<file path="config.mk">
export PLATFORM = sky130hd
export DESIGN_NAME = tube_game_sequencer
export DESIGN_NICKNAME = d
export VERILOG_FILES = /design/src/rtl/tube_game_pkg.sv /design/src/rtl/tube_step_timer.sv /design/src/rtl/tube_game_sequencer.sv
export SDC_FILE = /design/constraint.sdc
export NUM_CORES = 1
export LEC_CHECK = 0
export BUFFER_PORTS_ARGS = -buffer_cell sky130_fd_sc_hd__buf_2
export CAP_MARGIN = 20
export CORE_ASPECT_RATIO = 1.5
export CORE_MARGIN = 1
export CORE_UTILIZATION = 55
export CTS_CLUSTER_SIZE = 10
export DETAILED_ROUTE_END_ITERATION = 7
export PLACE_DENSITY_LB_ADDON = 0.05
export SLEW_MARGIN = 20
export SYNTH_ARGS = -nofsm -noshare
export SYNTH_HDL_FRONTEND = slang
export SYNTH_SLANG_ARGS = --single-unit
export TNS_END_PERCENT = 1
</file>
<file path="constraint.sdc">
create_clock -name clk10 -period 2.6 [get_ports clk10]
set_input_delay 0.26 -clock clk10 [delete_from_list [all_inputs] [get_ports clk10]]
set_output_delay 0.26 -clock clk10 [all_outputs]
set_load 0.005 [all_outputs]
</file>
<file path="src/rtl/tube_game_pkg.sv">
// Shared definitions for the tube game controller: state encodings and
// datapath widths used by the sequencer and its step timer.
package tube_game_pkg;

  localparam int PERIOD_W = 4;
  localparam int SCORE_W  = 8;

  typedef enum logic [2:0] {
    ST_IDLE  = 3'd0,
    ST_PLAY  = 3'd1,
    ST_DYING = 3'd2,
    ST_OVER  = 3'd3,
    ST_PAUSE = 3'd4
  } state_e;

endpackage

</file>
<file path="src/rtl/tube_step_timer.sv">
// Tube-step timer: counts clk10 ticks and emits a one-cycle tube_step pulse
// every step_period ticks. The period is reloaded from the score at each wrap,
// so the tubes speed up as the score rises.
//   run  : advance the counter this cycle (pulse allowed on wrap)
//   hold : when not running, freeze counter and period; when neither run nor
//          hold, return to the idle layout (cnt=0, period=START_PERIOD)
module tube_step_timer
  import tube_game_pkg::*;
#(
  parameter int START_PERIOD  = 4,
  parameter int MIN_PERIOD    = 1,
  parameter int SPEEDUP_SHIFT = 3
) (
  input  logic                clk10,
  input  logic                clr,
  input  logic                run,
  input  logic                hold,
  input  logic [SCORE_W-1:0]  score,
  output logic                tube_step,
  output logic [PERIOD_W-1:0] step_period
);

  logic [PERIOD_W-1:0] cnt_q, cnt_d;
  logic [PERIOD_W-1:0] period_q, period_d;
  logic                step_q, step_d;
  logic [8:0]          score_shift;
  logic [8:0]          sat_diff;
  logic [8:0]          reload_wide;

  // Reload period: START - (score >> SHIFT), saturating at 0, floored at MIN.
  always_comb begin
    score_shift = {1'b0, score} >> SPEEDUP_SHIFT;
    sat_diff    = (9'(START_PERIOD) > score_shift) ? 9'(START_PERIOD) - score_shift : 9'd0;
    reload_wide = (sat_diff < 9'(MIN_PERIOD)) ? 9'(MIN_PERIOD) : sat_diff;
  end

  // Counter, period reload and step pulse for the next cycle.
  always_comb begin
    // NOTE: every comb output gets a default first so no latch is inferred.
    cnt_d    = cnt_q;
    period_d = period_q;
    step_d   = 1'b0;
    if (run) begin
      if (cnt_q == period_q - 1'b1) begin
        cnt_d    = '0;
        period_d = PERIOD_W'(reload_wide);
        step_d   = 1'b1;
      end else begin
        cnt_d = cnt_q + 1'b1;
      end
    end else if (!hold) begin
      cnt_d    = '0;
      period_d = PERIOD_W'(START_PERIOD);
    end
  end

  // Timer state registers, cleared asynchronously by clr.
  always_ff @(posedge clk10 or posedge clr) begin
    // NOTE: flops take non-blocking assignments; comb blocks use blocking.
    if (clr) begin
      cnt_q    <= '0;
      period_q <= PERIOD_W'(START_PERIOD);
      step_q   <= 1'b0;
    end else begin
      cnt_q    <= cnt_d;
      period_q <= period_d;
      step_q   <= step_d;
    end
  end

  assign tube_step   = step_q;
  assign step_period = period_q;

endmodule

</file>
<file path="src/rtl/tube_game_sequencer.sv">
// Top-level game controller: IDLE/PLAY/DYING/OVER state machine driven by the
// start button and collision flag, tube mover control (tube_clr, game_end),
// score-dependent tube step timing and best-score tracking.
// Optional pause (start button during play) is enabled by TUBE_SEQ_PAUSE_EN.
module tube_game_sequencer
  import tube_game_pkg::*;
#(
  parameter int START_PERIOD  = 4,
  parameter int MIN_PERIOD    = 1,
  parameter int SPEEDUP_SHIFT = 3,
  parameter int DEATH_TICKS   = 20
) (
  input  logic                clk10,
  input  logic                clr,
  input  logic                start_btn,
  input  logic                collision,
  input  logic [SCORE_W-1:0]  score,
  output logic                tube_step,
  output logic                tube_clr,
  output logic                game_end,
  output logic [2:0]          state,
  output logic [PERIOD_W-1:0] step_period,
  output logic [SCORE_W-1:0]  best_score
);

  state_e             state_q, state_d;
  logic               start_prev_q;
  logic               start_rise;
  logic [7:0]         death_q, death_d;
  logic [SCORE_W-1:0] best_q, best_d;
  logic               tube_clr_q, tube_clr_d;
  logic               game_end_q, game_end_d;
  logic               run, hold;

  assign start_rise = start_btn & ~start_prev_q;

  // Next state, death countdown, best score and next-state-decoded outputs.
  always_comb begin
    state_d = state_q;
    death_d = death_q;
    best_d  = best_q;
    case (state_q)
      ST_IDLE: begin
        if (start_rise) state_d = ST_PLAY;
      end
      ST_PLAY: begin
        if (collision) begin
          state_d = ST_DYING;
          death_d = 8'(DEATH_TICKS - 1);
        end
`ifdef TUBE_SEQ_PAUSE_EN
        else if (start_rise) begin
          state_d = ST_PAUSE;
        end
`endif
      end
      ST_DYING: begin
        if (death_q == '0) state_d = ST_OVER;
        else               death_d = death_q - 1'b1;
      end
      ST_OVER: begin
        if (start_rise) state_d = ST_IDLE;
      end
`ifdef TUBE_SEQ_PAUSE_EN
      ST_PAUSE: begin
        if (start_rise) state_d = ST_PLAY;
      end
`endif
      default: state_d = ST_IDLE;
    endcase
    if (state_d == ST_OVER && state_q != ST_OVER && score > best_q) best_d = score;
    tube_clr_d = (state_d == ST_IDLE);
    game_end_d = (state_d != ST_PLAY);
  end

  // The timer advances only while play continues from a non-idle state; it
  // returns to the idle layout whenever the game heads back to IDLE.
  assign run  = (state_d == ST_PLAY) && (state_q != ST_IDLE);
  assign hold = (state_d != ST_IDLE);

  // FSM and output registers, cleared asynchronously by clr.
  always_ff @(posedge clk10 or posedge clr) begin
    if (clr) begin
      state_q      <= ST_IDLE;
      start_prev_q <= 1'b1;
      death_q      <= '0;
      best_q       <= '0;
      tube_clr_q   <= 1'b1;
      game_end_q   <= 1'b1;
    end else begin
      state_q      <= state_d;
      start_prev_q <= start_btn;
      death_q      <= death_d;
      best_q       <= best_d;
      tube_clr_q   <= tube_clr_d;
      game_end_q   <= game_end_d;
    end
  end

  tube_step_timer #(
    .START_PERIOD (START_PERIOD),
    .MIN_PERIOD   (MIN_PERIOD),
    .SPEEDUP_SHIFT(SPEEDUP_SHIFT)
  ) u_timer (
    .clk10      (clk10),
    .clr        (clr),
    .run        (run),
    .hold       (hold),
    .score      (score),
    .tube_step  (tube_step),
    .step_period(step_period)
  );

  assign state      = state_q;
  assign tube_clr   = tube_clr_q;
  assign game_end   = game_end_q;
  assign best_score = best_q;

endmodule

</file>
Yosys cells after proc, flatten, opt, wreduce, memory -nomap -nowiden
Index checks and enable logic that the tools add are counted.
- input port bits: 12
- flip-flop bits (word level): 31
- multiplexer cells: 18
- bitwise logic cells: 2
- equality and inequality tests: 12
- $add $sub $neg: 4
- reductions and logical operators: 11
- $lt $le $gt $ge: 3
- operators with widths (operator ; number):
    $mux 4 ; 7
    $mux 8 ; 2
    $pmux 8 s2 ; 1
    $mux 3 ; 4
    $pmux 3 s4 ; 1
    $eq 3x2->1 const B ; 3
    $lt 9x1->1 const B ; 1
    $mux 9 ; 1
    $gt 8x8->1 ; 1
    $logic_not 8->1 ; 1
    $sub 8x1->8 const B ; 1
    $eq 3x1->1 const B ; 2
    $logic_not 3->1 ; 2
    $ne 2x2->1 const B ; 3
    $reduce_bool 3->1 ; 2
    $sub 3x5->6 const A ; 1
    $gt 3x5->1 const A ; 1
    $add 4x1->4 const B ; 1
    $eq 4x4->1 ; 1
    $sub 4x1->4 const B ; 1
    $logic_and 1x1->1 ; 3
    $ne 3x1->1 const B ; 1
    $ne 3x2->1 const B ; 1
    $reduce_and 3->1 ; 1
    6 further kinds ; 7

Depth between registers and ports, before layout
Gate-level depths: netlist (run 1).
- word-level depth: 8
- depth in mapped cells: 8
- depth with buffers taken out: 7

Cells and area by module
From an unflattened synthesis (run 1), not the netlist that was laid out.
- cell total of the unflattened synthesis: 164
- area total of the unflattened synthesis: 1744.2 µm²
- by module, submodules not included (module ; area an instance (µm²) ; sequential area each (µm²) ; cells each ; times used):
    tube_game_sequencer ; 1209.9 ; 554.3 ; 114 ; 1
    tube_step_timer ; 534.3 ; 226.5 ; 50 ; 1

Worst setup path before layout (run 1)
No wires, ideal clock.
- kind: register to register
- from: register best_q[2] (netlist: best_score[2])
- to: register best_q[0] (netlist: best_score[0])
- path slack: 0.465 ns
- path buffers: 0
- library setup time: 0.125 ns
- cell stages (with the launch flop): 8
- arrival time: 2.011 ns
- path through: dfrtp_1 -> inv_1 -> ha_1 -> a21o_1 -> a221oi_1 -> nor2b_1 -> o311ai_4 -> mux2_2
- word-level cells in the longest chain between the ends: 2
- ends and longest elaborated chain (element ; line ; source):
    start: declaration ; tube_game_sequencer.sv:30 ; logic [SCORE_W-1:0] best_q, best_d;
    start signal: assignment ; tube_game_sequencer.sv:94 ; best_q <= best_d;
    $gt 8x8->1 ; tube_game_sequencer.sv:71 ; if (state_d == ST_OVER && state_q != ST_OVER && score > best_q) best_d = score;
    $logic_and 1x1->1 ; tube_game_sequencer.sv:71 ;
No other way between the ends.
A chain may end at the register's enable or synchronous reset.

Worst setup path in the final report (run 1)
Ends and elaborated chain as after synthesis.

==> impl_summary.md, run 1 <==
CTS
After clock tree synthesis, the flow added hold-fix buffers numbering 0. Counting every sink on the clock net gives 31. The later pin in the worst-skew pair is clocked with a latency of 0.29 ns. The number of H-tree levels is 2. Once the clock tree was built, the setup fixing pass inserted 0 buffers.

The cell at the root of the clock tree is sky130_fd_sc_hd__clkbuf_8. The post-CTS resize count is 0. The clock transition time at the flip-flop clock pins of the worst setup and hold paths is 0.06 ns.

The clock passes through at most 2 buffers. The clock tree from TritonCTS is done. In this run, CTS created clock tree buffers numbering 5.

Synthesis
The post-synthesis register bit count is 31. Yosys mapped a number of flops with a built-in enable equal to 0. The share of the synthesized area in the top cell type is 38.3%. Sequential cells were found to cover 44.3% of the synthesized design area.

Of the total synthesized cell area, the portion taken by full adders, half adders and majority gates is 8.52%. The fraction of synthesized cell area in xor and xnor cells is 6.46%. The cell accounting for the most synthesized area is sky130_fd_sc_hd__dfrtp_1. The main combinational cell family by area after synthesis is simple AND/OR/NAND/NOR gates. The share of flip-flops with an asynchronous set or reset after synthesis is 100%. Counting distinct cell types in the post-synthesis netlist gives 47. In the post-synthesis netlist, the biggest area contributors are sky130_fd_sc_hd__dfrtp_1 38%, sky130_fd_sc_hd__ha_1 8.5%, sky130_fd_sc_hd__dfstp_2 6.0%. The complex-gate fraction of the synthesized area is 13.8%. The post-synthesis mux area share is 6.74%. The post-synth design cell area is 0.00176 mm². The total of warnings raised by yosys is 0. The net count after synthesis is 190. Summing the areas of all and, or, nand and nor instances in the mapped netlist gives 13.9% of the synthesized area.

The synthesized area per cell is 10.6 µm². The primary flip-flop cell chosen by synthesis mapping is sky130_fd_sc_hd__dfrtp_1. Synthesis produced 166 cells.

Global route
The number of global-route vias before repair is 1364. The first global-routing pass estimated 5840 µm of wire. Global routing used 24.3% of the available tracks.

met2 is the most crowded layer. The met1 demand-to-capacity share in global routing is 23.3%. Global routing used 6.80% of the available met3 tracks. The initial antenna violation count came to 0. After global routing the overflow that remains totals 0. The pin count of the biggest net entering global routing is 32.

The met2 track demand over resource is 44.7%.

Run status
The run finished with clean final reports.

Critical path
The arrival time at the worst endpoint is 2.46 ns. In this run the worst path has a maximum fanout of 8. The critical path start-end classification is reg2reg. STA puts the critical path data required time at 2.77 ns. STA classifies the critical path startpoint as a flip-flop.

The critical path endpoint category is a flip-flop.

Floorplanning
The floorplan step defined a die boundary enclosing 0.00344 mm². The initial utilization of the core area, before any placement, comes to 59.3%. The core footprint is 0.00297 mm². The width of the die is 48.2 µm.

The total number of placement rows is 24. The I/O pin total is 30. The height of the chip is 71.3 µm.

Job
The reported max-cap violation count is 0.

Power and ir drop
The power consumption is 1.35 mW. The maximum VDD drop is 0.390 mV. The static leakage is 1.00 nW. For this design the ratio of total power to cell area is 658 mW/mm².

Final layout
The final cell utilization of the core is 68.9%. After the last flow step, the layout net total stands at 223. In the layout the commonest cells are 29 x sky130_fd_sc_hd__buf_2, 27 x sky130_fd_sc_hd__dfrtp_1, 20 x sky130_fd_sc_hd__inv_1, 12 x sky130_fd_sc_hd__nor2_1, 12 x sky130_fd_sc_hd__ha_1. Fill cells in the final layout number 247. The library cell used most frequently in the layout, excluding fill and tap cells, is sky130_fd_sc_hd__buf_2. Relative to the synthesized area, the layout overhead comes to 16.1%.

The final antenna diode count is 0. The fraction of layout cells with a size suffix above 1 is 28.5%.

Route
Wires add up to 3570 µm. The routed length per placed instance is 14.9 µm. The number of detailed-routing iterations run before antenna repair is 4. Dividing the detail-routed via count by the number of cells gives 5.51.

The DRC violation total after the first TritonRoute iteration is 19. The number of remaining DRC errors is 0. The final route contains 1318 vias. The count of nets left with antenna violations after detail routing is 0.

STA
Setup repair after global routing left no endpoint under its margin. The total count of max-transition violations in the final report is 0. For the pin with the worst max-slew slack, the measured transition is 0.672 ns. Setup violations remaining at the end of the flow were counted as 0. The final critical path takes up 87.9% of the cycle. The clock period minus final worst setup slack is 2.29 ns. The top achievable clock speed is 0.437 GHz. The tightest hold path in the finished design has a slack of 0.0413 ns. The summed negative setup slack over all endpoints is 0 ns. The total count of hold-check failures in the final report is 0. In the post-route analysis, the smallest setup slack over all paths is 0.314 ns. In this run the tightest slew margin relative to its limit is 54.8%. The worst clock skew is 0.00162 ns.

Min path
The worst min-delay path category is in2async.

Place
The count of input and output buffers is 29. The HPWL reported at the end of detailed placement is 2620 µm. Prior to clock tree synthesis, the placed netlist has a worst setup slack of 0.296 ns. Routability-driven placement finished with a final weighted congestion of 0.830.
==> path summary, 6_finish.rpt <==
| path | start | endpoint | slack [ns] | cells past startpoint |
|---|---|---|---|---|
| worst max-delay path | best_score[2] | best_score[0] | 0.31 | 7 |
| worst min-delay path | clr | best_score[3] | 0.04 | 3 |
| worst max register to register | best_score[2] | best_score[0] | 0.31 | 7 |
| worst min register to register | death_q[0] | death_q[0] | 0.49 | 1 |
| max in group asynchronous | clr | start_prev_q | 2.24 | 3 |
| min in group clk10 | start_btn | start_prev_q | 0.09 | 1 |
==> metrics by stage <==
step                instance area, µm²  instances
finish                            2050        239
detailed placement                1950        231
global route                      2050        239
floorplan                         1760        166
global placement                  1950        231
CTS                               2050        239
==> cell families (layout without fill, tap and decap cells) <==
family                   Yosys count  after routing
AND/OR/NAND/NOR                   45             45
flip-flops                        31             31
AO/OA/AOI/OAI                     27             27
buffers and inverters             26             60
XOR/XNOR                          13             13
adder cells (fa/ha/maj)           12             12
multiplexers                      11             11
other                              1              1
==> registers in the layout, summed over array words and instances (netlist names) <==
| name | flops |
|---|---|
| best_score | 8 |
| death_q | 8 |
| game_end | 1 |
| start_prev_q | 1 |
| state | 3 |
| tube_clr | 1 |
| u_timer.cnt_q | 4 |
| u_timer.step_period | 4 |
| u_timer.tube_step | 1 |
==> power breakdown <==
part | leakage [nW] | switching (mW) | internal (mW)
registers | 0.390 | 0.0717 | 0.562
clock network | 0.0515 | 0.176 | 0.241
logic | 0.559 | 0.159 | 0.137
==> cells in the mapped netlist, types with 2 or more instances <==
cell / number
sky130_fd_sc_hd__clkbuf_1: 3
sky130_fd_sc_hd__ha_1: 12
sky130_fd_sc_hd__a21oi_1: 5
sky130_fd_sc_hd__xor2_1: 8
sky130_fd_sc_hd__nand2b_1: 2
sky130_fd_sc_hd__nand3_1: 3
sky130_fd_sc_hd__nor3b_1: 2
sky130_fd_sc_hd__o21ai_0: 2
sky130_fd_sc_hd__nand2_1: 5
sky130_fd_sc_hd__buf_2: 2
sky130_fd_sc_hd__o211ai_1: 3
sky130_fd_sc_hd__inv_1: 20
sky130_fd_sc_hd__xnor2_1: 5
sky130_fd_sc_hd__nor2_1: 12
sky130_fd_sc_hd__a22o_1: 2
sky130_fd_sc_hd__dfrtp_1: 27
sky130_fd_sc_hd__mux2i_1: 4
sky130_fd_sc_hd__and3_1: 3
sky130_fd_sc_hd__mux2_2: 7
sky130_fd_sc_hd__nor2b_1: 3
sky130_fd_sc_hd__nor3_1: 7
sky130_fd_sc_hd__dfstp_2: 4
==> metal layers <==
| metal | part of all wire [%] | wire (µm) | vias to the layer above |
|---|---|---|---|
| met3 | 3.0 | 106 | 7 |
| met2 | 59 | 2110 | 18 |
| met1 | 36 | 1270 | 652 |
| met4 | 2.0 | 70 | 0 |
| li1 | - | - | 641 |
| met5 | 0 | 0 | - |
==> final cells by class <==
type                       instances  area, µm²  share of cell area, %
inverter                          20       75.1                   3.67
sequential                        31        781                   38.1
tap                               39       48.8                   2.38
multi-input combinational        109        875                   42.7
timing repair buffer              32        168                   8.19
clock buffer                       8        100                   4.89
==> worst max-delay path, cell delays in order, from the launching register on <==
cell                       delay [ns]
sky130_fd_sc_hd__dfrtp_1         0.37
sky130_fd_sc_hd__inv_1           0.05
sky130_fd_sc_hd__ha_1            0.28
sky130_fd_sc_hd__a21o_1          0.18
sky130_fd_sc_hd__a221oi_1        0.27
sky130_fd_sc_hd__nor2b_1         0.11
sky130_fd_sc_hd__o311ai_4        0.51
sky130_fd_sc_hd__mux2_2          0.40
No activity file was read; power rests on OpenSTA's default activity.
==> run 2: changes to the inputs <==
--- a/config.mk
+++ b/config.mk
@@ -13,6 +13,7 @@
 export CTS_CLUSTER_SIZE = 10
 export DETAILED_ROUTE_END_ITERATION = 7
 export PLACE_DENSITY_LB_ADDON = 0.05
+export REMOVE_ABC_BUFFERS = 1
 export SLEW_MARGIN = 20
 export SYNTH_ARGS = -nofsm -noshare
 export SYNTH_HDL_FRONTEND = slang
==> impl_summary.md, run 2 (synthesis gave the netlist of run 1 again) <==
Critical path
The startpoint class of the critical path is a flip-flop. The data required time at the worst endpoint is 2.77 ns. STA classifies the critical path endpoint as a flip-flop. The critical path start-end classification is reg2reg. The worst register-to-register path has a depth of 7. The largest fanout on the critical path is 8. The arrival time at the worst endpoint is 2.50 ns.

Place
The HPWL after detailed placement is 2630 µm. At the end of routability-driven placement, the weighted congestion stood at 0.861. The number of placed instances, taps included, is 231.

Port buffering added 29 buffers.

STA
Dividing the final minimum period by the clock period gives 89.6%. Headroom to the max-slew limit came out at 59.3%. The actual slew at the worst max-slew pin is 0.606 ns.

Setup repair after global routing left no endpoint under its margin. The summed negative setup slack over all endpoints is 0 ns. The top achievable clock speed is 0.429 GHz. The clock period minus final worst setup slack is 2.33 ns.

Setup violations remaining at the end of the flow were counted as 0. The total count of max-transition violations in the final report is 0. The worst clock skew is 0.00780 ns. The total count of hold-check failures in the final report is 0.

CTS
Clock-pin slew was measured on the worst setup and hold paths at 0.07 ns. After clock tree synthesis, the setup repair step added 0 buffers. Clock tree synthesis found a total of 31 sinks.

The clock tree from TritonCTS is done. The clock latency at the later pin of the worst-skew pair is 0.29 ns. The number of H-tree levels is 2. The tree is rooted in a sky130_fd_sc_hd__clkbuf_8.

The number of buffers added by the clock tree synthesis step is 5. The number of gates resized after CTS was 0. After clock tree synthesis, the flow added hold-fix buffers numbering 0. The buffer depth of the longest clock path is 2.

Final layout
The fraction of layout cells with a size suffix above 1 is 29.0%. The net count of the finished layout is 223. In the layout the commonest cells are 29 x sky130_fd_sc_hd__buf_2, 27 x sky130_fd_sc_hd__dfrtp_1, 20 x sky130_fd_sc_hd__inv_1, 12 x sky130_fd_sc_hd__nor2_1, 12 x sky130_fd_sc_hd__ha_1.

The fill cell instance count of the final layout is 229. The final instance count without filler cells is 239. The library cell used most frequently in the layout, excluding fill and tap cells, is sky130_fd_sc_hd__buf_2. The final antenna diode count is 0.

The area growth from synthesis to layout is 18.2%.

Job
The tool flagged a number of max-cap violations equal to 0.

Min path
The path class of the tightest hold or removal check is in2async.

Global route
The pin count of the biggest net entering global routing is 32. The initial antenna violation count is 0. Across every metal layer, demand over resource in global routing totals 24.4%. The number of global-route vias before repair came to 1375.

The first global-routing pass estimated 5900 µm of wire. The total overflow reported by the global router is 0.

Route
For this run, the detailed router's first-pass iteration total came to 4. The total detailed-routing wirelength is 3500 µm. After the first detailed-routing iteration, the DRC count stood at 8. The via density per instance is 5.55.

In the routed design, unresolved DRC markers number 0. Summing over every cut layer, the via total after detailed routing is 1327. The count of nets left with antenna violations after detail routing is 0. The routed length per placed instance is 14.6 µm.

Power and ir drop
IR analysis of the VDD net gives a maximum drop of 0.546 mV. The share of power burned in registers is 42.3%. Dividing total power by cell area gives a power density of 720 mW/mm². In this run the static leakage power is 1.01 nW.

The reported net switching power is 419 µW. The cell-internal power is 1.08 mW. The power share of the clock group is 38.0%.

The switching share of power is 28.0%. The logic gate share of total power is 19.7%.

Floorplanning
The starting density of the core is 59.3%. The floorplan step defined a core boundary enclosing 0.00297 mm². The die covers 0.00344 mm². The floorplan step set the die height to 71.3 µm.

The width of the die is 48.2 µm. In this run the count of I/O pins placed on the die edge is 30. The total number of placement rows is 24.

Run status
The flow ran to the end, and the final reports show no timing, DRC or antenna violations.
==> run 2: cell count changes in the layout (fill, tap and decap cells not counted) <==
cell | previous run | this run
sky130_fd_sc_hd__bufinv_16 | 0 | 2
sky130_fd_sc_hd__clkinvlp_4 | 0 | 1
sky130_fd_sc_hd__clkbuf_1 | 1 | 0
sky130_fd_sc_hd__clkbuf_8 | 7 | 5
==> run 2: final cells by class <==
| type | count | area [µm²] | share of cell area, % |
|---|---|---|---|
| tap | 39 | 48.8 | 2.34 |
| inverter | 20 | 75.1 | 3.60 |
| timing repair buffer | 32 | 168 | 8.05 |
| sequential | 31 | 781 | 37.5 |
| multi-input combinational | 109 | 875 | 42.0 |
| clock inverter | 3 | 67.6 | 3.24 |
| clock buffer | 5 | 68.8 | 3.30 |
==> run 2: final timing paths <==
kind	start	to	slack [ns]
worst min-delay path	clr	u_timer.cnt_q[3]	0.04
worst min register to register	best_score[5]	best_score[5]	0.53
max in group asynchronous	clr	game_end	2.23
worst max register to register	best_score[3]	best_score[1]	0.27
min in group clk10	start_btn	start_prev_q	0.09
worst max-delay path	best_score[3]	best_score[1]	0.27
==> run 2: metal layers <==
layer | track usage [%] | wire length (µm)
met1 | 25.1 | 1310
met2 | 43.6 | 2020
met3 | 7.05 | 105
met4 | 8.33 | 59
met5 | 0 | 0
==> run 2: worst max-delay path, stage by stage (launching register included) <==
cell and delay (ns):
sky130_fd_sc_hd__dfrtp_1 0.36, sky130_fd_sc_hd__inv_1 0.06, sky130_fd_sc_hd__ha_1 0.30, sky130_fd_sc_hd__and3_1 0.19, sky130_fd_sc_hd__a221oi_1 0.26, sky130_fd_sc_hd__nor2b_1 0.12
sky130_fd_sc_hd__o311ai_4 0.52, sky130_fd_sc_hd__mux2_2 0.40
==> run 2: power groups by stage <==
stage	logic (mW)	registers, mW	clock network [mW]
floorplan	0.196	0.632	0
global placement	0.275	0.636	0
detailed placement	0.296	0.644	0
CTS	0.301	0.636	0.575
global route	0.339	0.647	0.593
finish	0.295	0.635	0.570
==> run 2: stage by stage <==
step	utilization, %	total power [mW]	hold slack, ns	instance area, µm²	setup WS [ns]
after floorplan	-	0.828	0.264	1730	0.465
after global placement	65.5	0.911	0.349	1950	0.353
after detailed placement	65.5	0.940	0.363	1950	0.284
after CTS	70.1	1.51	0.0538	2080	0.271
after global routing	70.1	1.58	0.0786	2080	0.0918
final	70.1	1.50	0.0417	2080	0.272
==> run 3: changes to the inputs <==
--- a/config.mk
+++ b/config.mk
@@ -5,11 +5,12 @@
 export SDC_FILE = /design/constraint.sdc
 export NUM_CORES = 1
 export LEC_CHECK = 0
+export ABC_AREA = 1
 export BUFFER_PORTS_ARGS = -buffer_cell sky130_fd_sc_hd__buf_2
 export CAP_MARGIN = 20
 export CORE_ASPECT_RATIO = 1.5
 export CORE_MARGIN = 1
-export CORE_UTILIZATION = 55
+export CORE_UTILIZATION = 56
 export CTS_CLUSTER_SIZE = 10
 export DETAILED_ROUTE_END_ITERATION = 7
 export PLACE_DENSITY_LB_ADDON = 0.05
==> impl_summary.md, run 3 <==
Synthesis
Summing every instance area after synthesis gives 0.00194 mm². The fraction of synthesized cell area in xor and xnor cells is 4.52%. Measured against the total synthesized area, the mux share comes to 0%. The synthesized design devotes to its leading area cell type 34.9% of total area. The number of library cell types mapped by synthesis is 27.

The average instance in the mapped netlist occupies 8.14 µm². The total of warnings raised by yosys is 0. The post-synthesis register bit count is 31. The share of flip-flops with an asynchronous set or reset after synthesis is 100%. The number of flops mapped to enable cells by yosys is 0. Ranked by total cell area, the synthesized netlist is headed by sky130_fd_sc_hd__dfrtp_1 35%, sky130_fd_sc_hd__nand2_1 12%, sky130_fd_sc_hd__ha_1 7.7%. The synthesized netlist devotes 5.29% of its cell area to compound gates. The cell accounting for the most synthesized area is sky130_fd_sc_hd__dfrtp_1. The arithmetic-cell share of the synthesized area counting full adders, half adders and majority gates is 7.75%. By area, the combinational part of the netlist is dominated by simple AND/OR/NAND/NOR gates. The commonest cells after synthesis are 64 x sky130_fd_sc_hd__nand2_1, 35 x sky130_fd_sc_hd__inv_1, 27 x sky130_fd_sc_hd__dfrtp_1. The sequential cell area fraction in the yosys report is 40.3%.

In the synthesized netlist, the number of instances is 238. By instance count, the leading cell after synthesis is sky130_fd_sc_hd__nand2_1. The primary flip-flop cell chosen by synthesis mapping is sky130_fd_sc_hd__dfrtp_1. Of the total synthesized cell area, the portion taken by AND, OR, NAND and NOR gates is 34.4%.

Global route
Global routing used 23.0% of the available tracks. The first global-routing pass estimated 6270 µm of wire. The number of global-route vias before repair is 1520. The total overflow reported by the global router is 0. The initial antenna violation count came to 0.

Entering global routing, the biggest net connects 32 pins.

Min path
The path class of the tightest hold or removal check is in2async.

Final layout
The multi-input gate area in the final layout is 0.00101 mm². The post-layout net count is 299. The library cell used most frequently in the layout, excluding fill and tap cells, is sky130_fd_sc_hd__nand2_1. Across the whole layout, storage elements account for 781 µm². The post-route netlist has 23.6% of its cells at a drive strength greater than 1. In the layout the commonest cells are 64 x sky130_fd_sc_hd__nand2_1, 35 x sky130_fd_sc_hd__inv_1, 29 x sky130_fd_sc_hd__buf_2, 27 x sky130_fd_sc_hd__dfrtp_1, 18 x sky130_fd_sc_hd__nand3_1. The final cell utilization of the core is 69.1%. The final antenna diode count is 0. The fill cell instance count of the final layout is 303. The relative area change from synthesis to final layout is 14.8%.

Floorplanning
The total number of placement rows is 25. The I/O pin total is 30. The floorplan step defined a die boundary enclosing 0.00371 mm². The core footprint is 0.00322 mm². The height of the chip is 74.1 µm.

The width of the die is 50.0 µm. The starting density of the core is 60.2%.

STA
The total count of max-transition violations in the final report is 0. The top achievable clock speed is 0.587 GHz. The worst clock skew is 0.00854 ns. The final worst-path cycle share is 65.6%. Setup repair after global routing left no endpoint under its margin. The total count of hold-check failures in the final report was 0. Counting I/O delays and the setup requirement, the final critical path takes 1.70 ns. Setup violations remaining at the end of the flow were counted as 0.

After routing, the total negative slack on setup checks comes to 0 ns.

Critical path
The startpoint identified for the worst register-to-register timing path is death_q[0]. The worst setup path is captured at a flip-flop. At the worst endpoint, the required time is 2.77 ns. Of all nets on the critical path, the largest fanout is 9. The end of the worst register-to-register path is best_score[0]. The worst setup slack for register-to-register paths is 0.90 ns. The critical path is of the reg2reg type. The worst setup path is launched from a flip-flop. The critical path starts at death_q[0].

The arrival time at the worst endpoint is 1.88 ns. Counting cells, the worst reg-to-reg path comes to 9.

CTS
The H-tree was split into 2 levels. The cell at the root of the clock tree is sky130_fd_sc_hd__clkbuf_8. The buffer depth of the longest clock path is 2.

At the later pin of the worst-skew pair, clock insertion delay measures 0.29 ns. The post-CTS resize count is 0. Clock-pin slew was measured on the worst setup and hold paths at 0.07 ns. The clock tree from TritonCTS is done. Buffers inserted during clock tree synthesis total 5. The clock drives 31 sinks. The hold buffer count at CTS is 0.

After clock tree synthesis, the setup repair step added 0 buffers.

Job
The reported max-cap violation count is 0.

Route
The routed layout has 1603 vias. The count of nets left with antenna violations after detail routing is 0. The wire length on met3 is 118 µm.

The DRC violation total after the first TritonRoute iteration is 35. For this run, design rule violations remaining after detail routing come to 0. The routed length per placed instance is 11.8 µm. The final layout contains routed wiring with a total length of 3730 µm.

The via density per instance is 5.07. The sum of routed wire segments on met1 is 1590 µm. Detailed routing placed a total of 1960 µm of wire on met2.

Before antenna repair, the detailed router went through 6 iterations. The highest metal layer carrying signal wires in the routed design is met4.

Run status
The flow ran to the end, and the final reports show no timing, DRC or antenna violations.

Place
Routability-driven placement finished with a final weighted congestion of 0.764. The HPWL reported at the end of detailed placement is 2890 µm. The count of input and output buffers is 29.

Power and ir drop
IR analysis of the VDD net gives a maximum drop of 0.448 mV. The power consumption is 1.30 mW. The static leakage is 1.25 nW. Power spread over the standard cell area amounts to 584 mW/mm².
-- run 3: cell types whose count changed after synthesis, sizes merged, moves of 5 or more --
cell,previous run,this run
nand4,1,9
mux2,7,0
o21ai,2,7
inv,20,39
nand3,3,23
xnor2,5,0
nand2,5,69
nor2,12,25
nor3,7,1
-- run 3: cell type report --
class                      count  area share [%]
tap                           40            2.25
inverter                      39            6.58
clock buffer                   6            3.26
multi-input combinational    168            45.4
sequential                    31            35.1
timing repair buffer          30            6.86
clock inverter                 2           0.562
-- run 3: cells by family (layout without fill, tap and decap cells) --
logic type,count (synthesis),in the layout
AO/OA/AOI/OAI,16,16
XOR/XNOR,10,10
adder cells (fa/ha/maj),12,12
buffers and inverters,39,77
flip-flops,31,31
other,1,1
AND/OR/NAND/NOR,129,129
-- run 3: worst max-delay path, stage by stage (launching register included) --
cell                      delay [ns]
sky130_fd_sc_hd__dfrtp_1        0.36
sky130_fd_sc_hd__inv_1          0.12
sky130_fd_sc_hd__ha_1           0.25
sky130_fd_sc_hd__nand3_1        0.15
sky130_fd_sc_hd__nor2_4         0.20
sky130_fd_sc_hd__nor2_2         0.09
sky130_fd_sc_hd__nor2_8         0.16
sky130_fd_sc_hd__nand3_4        0.13
sky130_fd_sc_hd__nand2_1        0.09
sky130_fd_sc_hd__nand2_1        0.05
-- run 3: worst max path at each step --
stage	to	slack, ns	cells after the start
2_1_floorplan	best_score[0]	1.09	9
3_3_place_gp	best_score[0]	0.99	9
3_5_place_dp	best_score[0]	0.90	9
4_1_cts	best_score[0]	0.89	9
5_1_grt	best_score[7]	0.75	9
6_report	best_score[0]	0.90	9
-- run 3: per-stage QoR --
stage	std cells	setup slack (ns)	hold slack, ns	cell area, µm²
after detailed placement	308	0.901	0.376	2140
after global placement	308	0.987	0.354	2140
final	316	0.895	0.0370	2230
after floorplan	238	1.09	0.264	1940
after global routing	316	0.749	0.0662	2230
after CTS	316	0.886	0.0594	2230
-- run 3: report_power, final --
group,switching [mW],total (mW),internal [mW]
clock,0.181,0.368,0.187
sequential,0.0410,0.583,0.542
combinational,0.214,0.349,0.135
-- run 3: layer usage --
metal  GRT usage, %  up-vias
li1               -      835
met2           40.9       26
met3           6.13        5
met4           10.8        0
met5              0        -
met1           25.2      737
